===== config.mk =====
export PLATFORM = sky130hd
export DESIGN_NAME = heart_seg_sequencer_flat
export DESIGN_NICKNAME = d
export VERILOG_FILES = /design/src/rtl/heart_seg_sequencer_pkg.sv /design/src/rtl/heart_seg_sequencer_if.sv /design/src/rtl/heart_seg_sequencer_frame_rom.sv /design/src/rtl/heart_seg_sequencer.sv /design/src/flat_wrapper.sv
export SDC_FILE = /design/constraint.sdc
export NUM_CORES = 1
export LEC_CHECK = 0
export ABC_AREA = 1
export CAP_MARGIN = 20
export CORE_MARGIN = 10
export CORE_UTILIZATION = 61
export CTS_CLUSTER_SIZE = 28
export DETAILED_ROUTE_END_ITERATION = 10
export MAX_ROUTING_LAYER = met4
export PLACE_DENSITY = 0.8
export SYNTH_ARGS = -nofsm -noshare
export SYNTH_HDL_FRONTEND = slang
export SYNTH_SLANG_ARGS = --single-unit
export TNS_END_PERCENT = 50

===== constraint.sdc =====
create_clock -name clk -period 5.99 [get_ports clk]
set_input_delay 0.8985 -clock clk [delete_from_list [all_inputs] [get_ports clk]]
set_output_delay 0.8985 -clock clk [all_outputs]
set_load 0.01 [all_outputs]

===== src/rtl/heart_seg_sequencer_pkg.sv =====
// rtl/heart_seg_sequencer_pkg.sv - shared constants for the heart segment sequencer
// Purpose: state encoding, frame table and divider floor shared by the design and the bench.
// Ports: none (package).
package heart_pkg;

  localparam int N_FRAMES = 8;
  localparam int FRAME_W  = 3;
  localparam int DIV_MIN  = 2;

  localparam logic [1:0] ST_IDLE  = 2'd0;
  localparam logic [1:0] ST_RUN   = 2'd1;
  localparam logic [1:0] ST_PAUSE = 2'd2;

  typedef enum logic [1:0] {
    S_IDLE  = ST_IDLE,
    S_RUN   = ST_RUN,
    S_PAUSE = ST_PAUSE
  } state_e;

  // Heart grow/shrink patterns, {g,f,e,d,c,b,a}; entry 0 is the least significant slot.
  localparam logic [N_FRAMES-1:0][6:0] FRAME_TABLE = {
    7'h08, 7'h36, 7'h3f, 7'h7f, 7'h77, 7'h5c, 7'h63, 7'h40
  };

endpackage


===== src/rtl/heart_seg_sequencer_if.sv =====
// rtl/heart_seg_sequencer_if.sv - control/status bundle of the heart segment sequencer
// Purpose: groups the control pulses and display outputs of the sequencer.
// Ports (master drives): ena, start, stop, pause, step, loop_en, speed_sel[2:0], speed_load
// Ports (slave drives):  segments[6:0], frame_idx[FRAME_W-1:0], frame_tick, state[1:0]
interface heart_seg_sequencer_if;
  import heart_pkg::*;

  logic               ena;
  logic               start;
  logic               stop;
  logic               pause;
  logic               step;
  logic               loop_en;
  logic [2:0]         speed_sel;
  logic               speed_load;
  logic [6:0]         segments;
  logic [FRAME_W-1:0] frame_idx;
  logic               frame_tick;
  logic [1:0]         state;

  modport master (
    output ena, start, stop, pause, step, loop_en, speed_sel, speed_load,
    input  segments, frame_idx, frame_tick, state
  );

  modport slave (
    input  ena, start, stop, pause, step, loop_en, speed_sel, speed_load,
    output segments, frame_idx, frame_tick, state
  );

endinterface


===== src/rtl/heart_seg_sequencer_frame_rom.sv =====
// rtl/heart_seg_sequencer_frame_rom.sv - combinational frame index to segment pattern lookup
// Purpose: maps a frame index onto its heart pattern from the package table.
// Ports: idx (in, FRAME_W) frame index; seg (out, 7) pattern {g,f,e,d,c,b,a}.
module heart_frame_rom
  import heart_pkg::*;
(
  input  logic [FRAME_W-1:0] idx,
  output logic [6:0]         seg
);

  assign seg = FRAME_TABLE[idx];

endmodule


===== src/rtl/heart_seg_sequencer.sv =====
// rtl/heart_seg_sequencer.sv - frame scheduler for the 7-segment heart animation
// Purpose: prescaled frame pacing, run/pause/step/one-shot sequencing, registered segment output.
// Ports: clk, rst (async, active-high); bus (slave modport): control pulses in,
//        segments/frame_idx/frame_tick/state out.
module heart_seg_sequencer
  import heart_pkg::*;
#(
  parameter int PRESCALE_W  = 24,
  parameter int DEFAULT_DIV = 10_000_000
) (
  input  logic                  clk,
  input  logic                  rst,
  heart_seg_sequencer_if.slave  bus
);

  localparam logic [PRESCALE_W-1:0] BASE_DIV  = PRESCALE_W'(DEFAULT_DIV);
  localparam logic [PRESCALE_W-1:0] FLOOR_DIV = PRESCALE_W'(DIV_MIN);

  state_e                 state_q, state_d;
  logic [FRAME_W-1:0]     frame_q, frame_d;
  logic [PRESCALE_W-1:0]  presc_q, presc_d;
  logic [2:0]             speed_q, speed_d;
  logic                   tick_q, tick_d;
  logic [6:0]             seg_q, seg_d;

  logic [PRESCALE_W-1:0]  div_shift;
  logic [PRESCALE_W-1:0]  div;
  logic                   period_end;
  logic [6:0]             rom_seg;

  heart_frame_rom u_rom (
    .idx (frame_q),
    .seg (rom_seg)
  );

  assign div_shift  = BASE_DIV >> speed_q;
  assign div        = (div_shift < FLOOR_DIV) ? FLOOR_DIV : div_shift;
  // A speed_load in the same cycle discards the partial period, so it also cancels the tick.
  assign period_end = (presc_q >= div - PRESCALE_W'(1)) && !bus.speed_load;

  always_comb begin
    state_d = state_q;
    frame_d = frame_q;
    presc_d = presc_q;
    speed_d = speed_q;
    tick_d  = 1'b0;
    seg_d   = (state_q == S_IDLE) ? 7'd0 : rom_seg;

    if (bus.stop) begin
      state_d = S_IDLE;
      frame_d = '0;
      presc_d = '0;
    end else if (bus.start) begin
      state_d = S_RUN;
      frame_d = '0;
      presc_d = '0;
    end else begin
      unique case (state_q)
        S_RUN: begin
          if (bus.pause) begin
            state_d = S_PAUSE;
          end else if (period_end) begin
            presc_d = '0;
            if ((&frame_q) && !bus.loop_en) begin
              state_d = S_IDLE;
              frame_d = '0;
            end else begin
              frame_d = frame_q + FRAME_W'(1);
              tick_d  = 1'b1;
            end
          end else begin
            presc_d = presc_q + PRESCALE_W'(1);
          end
        end
        S_PAUSE: begin
          if (bus.pause) begin
            state_d = S_RUN;
          end else if (bus.step) begin
            frame_d = frame_q + FRAME_W'(1);
            tick_d  = 1'b1;
          end
        end
        default: ;
      endcase
    end

    if (bus.speed_load) begin
      speed_d = bus.speed_sel;
      presc_d = '0;
    end
  end

  always_ff @(posedge clk or posedge rst) begin
    if (rst) begin
      state_q <= S_IDLE;
      frame_q <= '0;
      presc_q <= '0;
      speed_q <= '0;
      tick_q  <= 1'b0;
      seg_q   <= '0;
    end else if (bus.ena) begin
      state_q <= state_d;
      frame_q <= frame_d;
      presc_q <= presc_d;
      speed_q <= speed_d;
      tick_q  <= tick_d;
      seg_q   <= seg_d;
    end
  end

  assign bus.segments   = seg_q;
  assign bus.frame_idx  = frame_q;
  assign bus.frame_tick = tick_q;
  assign bus.state      = state_q;

endmodule

===== src/flat_wrapper.sv =====
// flat-port wrapper written by rule: the top's interface ports become plain ports
module heart_seg_sequencer_flat import heart_pkg::*;
#(
  parameter int PRESCALE_W  = 24,
  parameter int DEFAULT_DIV = 10_000_000
)
  (clk, rst, bus_ena, bus_start, bus_stop, bus_pause, bus_step, bus_loop_en, bus_speed_sel, bus_speed_load, bus_segments, bus_frame_idx, bus_frame_tick, bus_state);
  heart_seg_sequencer_if bus_i ();
  input  logic clk;
  input  logic rst;
  input wire logic [$bits(bus_i.ena)-1:0] bus_ena;
  input wire logic [$bits(bus_i.start)-1:0] bus_start;
  input wire logic [$bits(bus_i.stop)-1:0] bus_stop;
  input wire logic [$bits(bus_i.pause)-1:0] bus_pause;
  input wire logic [$bits(bus_i.step)-1:0] bus_step;
  input wire logic [$bits(bus_i.loop_en)-1:0] bus_loop_en;
  input wire logic [$bits(bus_i.speed_sel)-1:0] bus_speed_sel;
  input wire logic [$bits(bus_i.speed_load)-1:0] bus_speed_load;
  output wire logic [$bits(bus_i.segments)-1:0] bus_segments;
  output wire logic [$bits(bus_i.frame_idx)-1:0] bus_frame_idx;
  output wire logic [$bits(bus_i.frame_tick)-1:0] bus_frame_tick;
  output wire logic [$bits(bus_i.state)-1:0] bus_state;
  assign bus_i.ena = bus_ena;
  assign bus_i.start = bus_start;
  assign bus_i.stop = bus_stop;
  assign bus_i.pause = bus_pause;
  assign bus_i.step = bus_step;
  assign bus_i.loop_en = bus_loop_en;
  assign bus_i.speed_sel = bus_speed_sel;
  assign bus_i.speed_load = bus_speed_load;
  assign bus_segments = bus_i.segments;
  assign bus_frame_idx = bus_i.frame_idx;
  assign bus_frame_tick = bus_i.frame_tick;
  assign bus_state = bus_i.state;
  heart_seg_sequencer #(.PRESCALE_W(PRESCALE_W), .DEFAULT_DIV(DEFAULT_DIV)) u_core (.clk(clk), .rst(rst), .bus(bus_i));
endmodule

==> out/summary.log <==
qor: logic_synthesis.synth_edf_count 0
qor: setup_path.crit_top_cell sky130_fd_sc_hd__nand2_1
qor: logic_synthesis.netlist.area_leader.share 28.6%
qor: hold_path.min_delay_path_depth 2
qor: setup_path.critPathMaxStageDelay 500 ps
qor: logic_synthesis.yosys.area_share.simple 30.3%
qor: floorplanning.initial_utilization 63.9%
qor: logic_synthesis.synth-xor-area-share 6.59%
qor: global_routing.number_of_global_route_vias_before_repair 2909
qor: place.place.detailed.hpwl 5990 um
qor: logic_synthesis.synthesis.instances 458
qor: cts.cts_hold_buffers 0
qor: cts.cts_setup_buffers 0
qor: logic_synthesis.synth.mux.area_fraction 0%
qor: setup_path.r2r_endpoint u_core.bus.frame_idx[2]$_DFFE_PP0P_
qor: place.port_buffers 24
qor: hold_path.min_delay_worst_endpoint u_core.bus.segments[6]$_DFFE_PP0P_
qor: logic_synthesis.synth-seq-cells 38
qor: detailed_routing.dr_total_vias 3000
qor: cts.cts.repair.resized 0
qor: detailed_routing.drt_iter0_drc 144
qor: floorplanning.fp-row-count 26
qor: cells_and_area.num_antenna_cells 0
qor: detailed_routing.drt_pre_antenna_iters 4
qor: sta.setup_viol_count_final 0
qor: setup_path.timing.critical_path.fanout_max 9
qor: logic_synthesis.largest_family_of_logic_cells_by_synthesized_area simple AND/OR/NAND/NOR gates
qor: cts.cts-root-buf sky130_fd_sc_hd__clkbuf_8
qor: cells_and_area.layout.filler_cells 444
qor: detailed_routing.route.detailed.vias_per_inst 5.43
qor: setup_path.worstSetupStartpointType flip-flop
qor: status.run_status finished clean
qor: logic_synthesis.post_synthesis_compound_gate_area_fraction 10.9%
qor: global_routing.antenna_violations_before_repair 0
qor: detailed_routing.drtAntennaViolNets 0
qor: power_and_ir_drop.power_density 192 nW/um2
qor: setup_path.worst_r2r_startpoint u_core.speed_q[1]$_DFFE_PP0P_
qor: power_and_ir_drop.power.ir.vdd_worst 0.117 mV
qor: floorplanning.die-height 93.8 um
qor: detailed_routing.post-route-drc-count 0
qor: detailed_routing.detail_route.wl_per_cell 13.9 um
qor: logic_synthesis.synth_adder_area_share 14.7%
qor: logic_synthesis.synthesis.area 3320 um2
qor: floorplanning.floorplan.die.width 93.8 um
qor: setup_path.cpLargestDelayFamily simple AND/OR/NAND/NOR gates
qor: hold_path.min-delay-start u_core.bus.segments[6]$_DFFE_PP0P_
qor: place.dp_slack 2530 ps
qor: setup_path.reg2reg_slack 2500 ps
qor: cts.cts_sinks 38
qor: floorplanning.core-area 5200 um2
qor: cts.clock_tree.buffer_depth 2
qor: global_routing.wire_length_of_the_first_global_routing_pass 13100 um
qor: global_routing.grt_max_degree 39
qor: place.gpl.final_weighted_congestion 0.873
qor: logic_synthesis.post-synth-top-area-cell sky130_fd_sc_hd__dfrtp_1
qor: cts.cts-htree-levels 2
qor: cells_and_area.syn2layout_area_growth 10.6%
qor: logic_synthesis.yosysUniqueCellTypes 38
qor: cells_and_area.post-route-cell-area 3680 um2
qor: logic_synthesis.synth_async_reset_ratio 100%
qor: floorplanning.number_of_top_level_design_ports 25
qor: setup_path.rr_worst_depth 22
qor: sta.rsz0062_at_grt no
qor: logic_synthesis.yosys_warnings 0
qor: setup_path.data_arrival_time_of_the_worst_path 3690 ps
qor: sta.setup-tns-final 0 ps
qor: detailed_routing.routed_wl 7670 um
qor: sta.timing_max_transition_violations_final 0
qor: sta.setup_slack 2500 ps
qor: logic_synthesis.most_area_consuming_cells_after_synthesis sky130_fd_sc_hd__dfrtp_1 (29%), sky130_fd_sc_hd__ha_1 (15%), sky130_fd_sc_hd__nand2_1 (14%)
qor: logic_synthesis.synth.net_count 509
qor: flow_run.drv_cap 0
qor: setup_path.cp_cell_sequence inv_1, ha_1, nand2_2, inv_2, nor3_2, nand4_1, nor2_1, nand3_1, xnor2_1, inv_1, ha_1, nand2_1, nor2_1, nand2_1, nor2_1, nand2_1, nand4_2, nand2_1, nand2_1, nand2_1, nand2_1, nand2_1
qor: logic_synthesis.yosysSeqAreaShare 28.6%
qor: setup_path.critical_path_required_time 6180 ps
qor: global_routing.gr-usage-all-layers 18.5%
qor: cells_and_area.num-nets-final 532
qor: cts.clk_transition_reported_paths 80 ps
qor: cts.clk_lat_worst_skew 290 ps
qor: sta.post-route-min-period 3490 ps
qor: sta.timing_hold_violations_final 0
qor: logic_synthesis.avg_cell_area_syn 7.26 um2
qor: floorplanning.die-area 8800 um2
qor: global_routing.gr-total-overflow 0
qor: logic_synthesis.ys.flop_type sky130_fd_sc_hd__dfrtp_1
qor: cts.tritoncts yes
qor: sta.fin_crit_sh 58.3%
qor: power_and_ir_drop.p_leak 1.81 nW
qor: setup_path.worst_path_max_delay_cell sky130_fd_sc_hd__dfrtp_1
qor: sta.slew_headroom 61.4%
qor: sta.fmaxAchievable 286 MHz
qor: cells_and_area.layout-drive-gt1-share 8.09%
qor: place.detailed_place.area 3580 um2
qor: cts.number_of_clock_buffers_inserted_by_tritoncts 5
qor: hold_path.hold_class flip-flop to flip-flop
qor: sta.worst_pin_slew 578 ps
qor: logic_synthesis.synth.most_common_cell sky130_fd_sc_hd__nand2_1
qor: setup_path.worst-path-buf-inv 3
qor: setup_path.timing.setup.critical_path_class flip-flop to flip-flop
qor: logic_synthesis.ys_top_cells_by_count sky130_fd_sc_hd__nand2_1 (120), sky130_fd_sc_hd__nor2_1 (50), sky130_fd_sc_hd__inv_1 (46)
qor: sta.worst_setup_skew_after_layout 6.86 ps
qor: setup_path.timing.critical_path.to_type flip-flop
==> layer usage <==
layer,part of all wire (%),up-vias,GRT usage (%)
met1,44,1380,21.1
met4,2.2,0,6.33
li1,-,1529,-
met2,50,75,32.2
met3,3.8,16,2.80
met5,0,-,-
==> flip-flops by register name, indices dropped and copies added, names as in the netlist <==
signal,flops
u_core.presc_q,24
u_core.bus.segments,5
u_core.bus.frame_idx,3
u_core.speed_q,3
u_core.bus.state,2
u_core.bus.frame_tick,1
==> power by group <==
group	leakage [nW]	total [W]	switching [W]	internal (W)
clock network	0.0472	0.000191	0.0000984	0.0000926
registers	0.517	0.000286	0.0000177	0.000268
logic	1.24	0.000228	0.000140	0.0000879
==> cells by family after synthesis <==
group           after synthesis
compound gates               65
xor+xnor                     25
fa+ha+maj                    39
buf+inv                      67
flops                        38
simple gates                224
==> worst max path at each step <==
stage                                              from  cells past startpoint                                  end  slack [ps]
after global routing      u_core.speed_q[1]$_DFFE_PP0P_                     22      u_core.bus.state[1]$_DFFE_PP0P_        2090
after detailed placement  u_core.speed_q[1]$_DFFE_PP0P_                     22  u_core.bus.frame_idx[2]$_DFFE_PP0P_        2530
after floorplan           u_core.speed_q[1]$_DFFE_PP0P_                     23       u_core.presc_q[10]$_DFFE_PP0P_        2990
after CTS                 u_core.speed_q[1]$_DFFE_PP0P_                     22  u_core.bus.frame_idx[2]$_DFFE_PP0P_        2510
final                     u_core.speed_q[1]$_DFFE_PP0P_                     22  u_core.bus.frame_idx[2]$_DFFE_PP0P_        2500
after global placement    u_core.speed_q[1]$_DFFE_PP0P_                     22  u_core.bus.frame_idx[2]$_DFFE_PP0P_        2760
==> placed cells by master (no fill, tap or decap), drive strengths merged, types with 3 or more instances in the layout <==
master | synthesis | final
nand2 | 123 | 123
inv | 57 | 57
nor2 | 52 | 52
ha | 39 | 39
dfrtp | 38 | 38
a21oi | 31 | 31
nand3 | 27 | 27
o21ai | 25 | 25
clkdlybuf4s50 | 0 | 24
xor2 | 20 | 20
nand4 | 10 | 10
clkbuf | 0 | 6
xnor2 | 5 | 5
nor3 | 5 | 5
nor4 | 3 | 3
==> cell type report <==
cell class | instances | area (um2) | share of cell area [%]
Clock buffer | 6 | 82.6 | 2.25
Clock inverter | 2 | 12.5 | 0.340
Inverter | 58 | 218 | 5.92
Multi-Input combinational cell | 353 | 2080 | 56.5
Sequential cell | 38 | 951 | 25.9
Tap cell | 70 | 87.6 | 2.38
Timing Repair Buffer | 25 | 248 | 6.74
==> metrics by stage <==
stage	utilization (%)	hold slack [ps]	power (W)	instances
6_report	70.6	489	0.000705	552
4_1_cts	70.6	487	0.000709	552
3_5_place_dp	68.8	465	0.000518	544
2_1_floorplan	-	512	0.000450	458
3_3_place_gp	68.8	467	0.000513	544
5_1_grt	70.6	512	0.000754	552
==> worst min-delay path: stages, from the launching register on <==
cell and delay [ps]:
sky130_fd_sc_hd__dfrtp_1 350, sky130_fd_sc_hd__nand2_1 50, sky130_fd_sc_hd__nand2_1 60
Note: power is estimated with default switching activity, not from simulation.
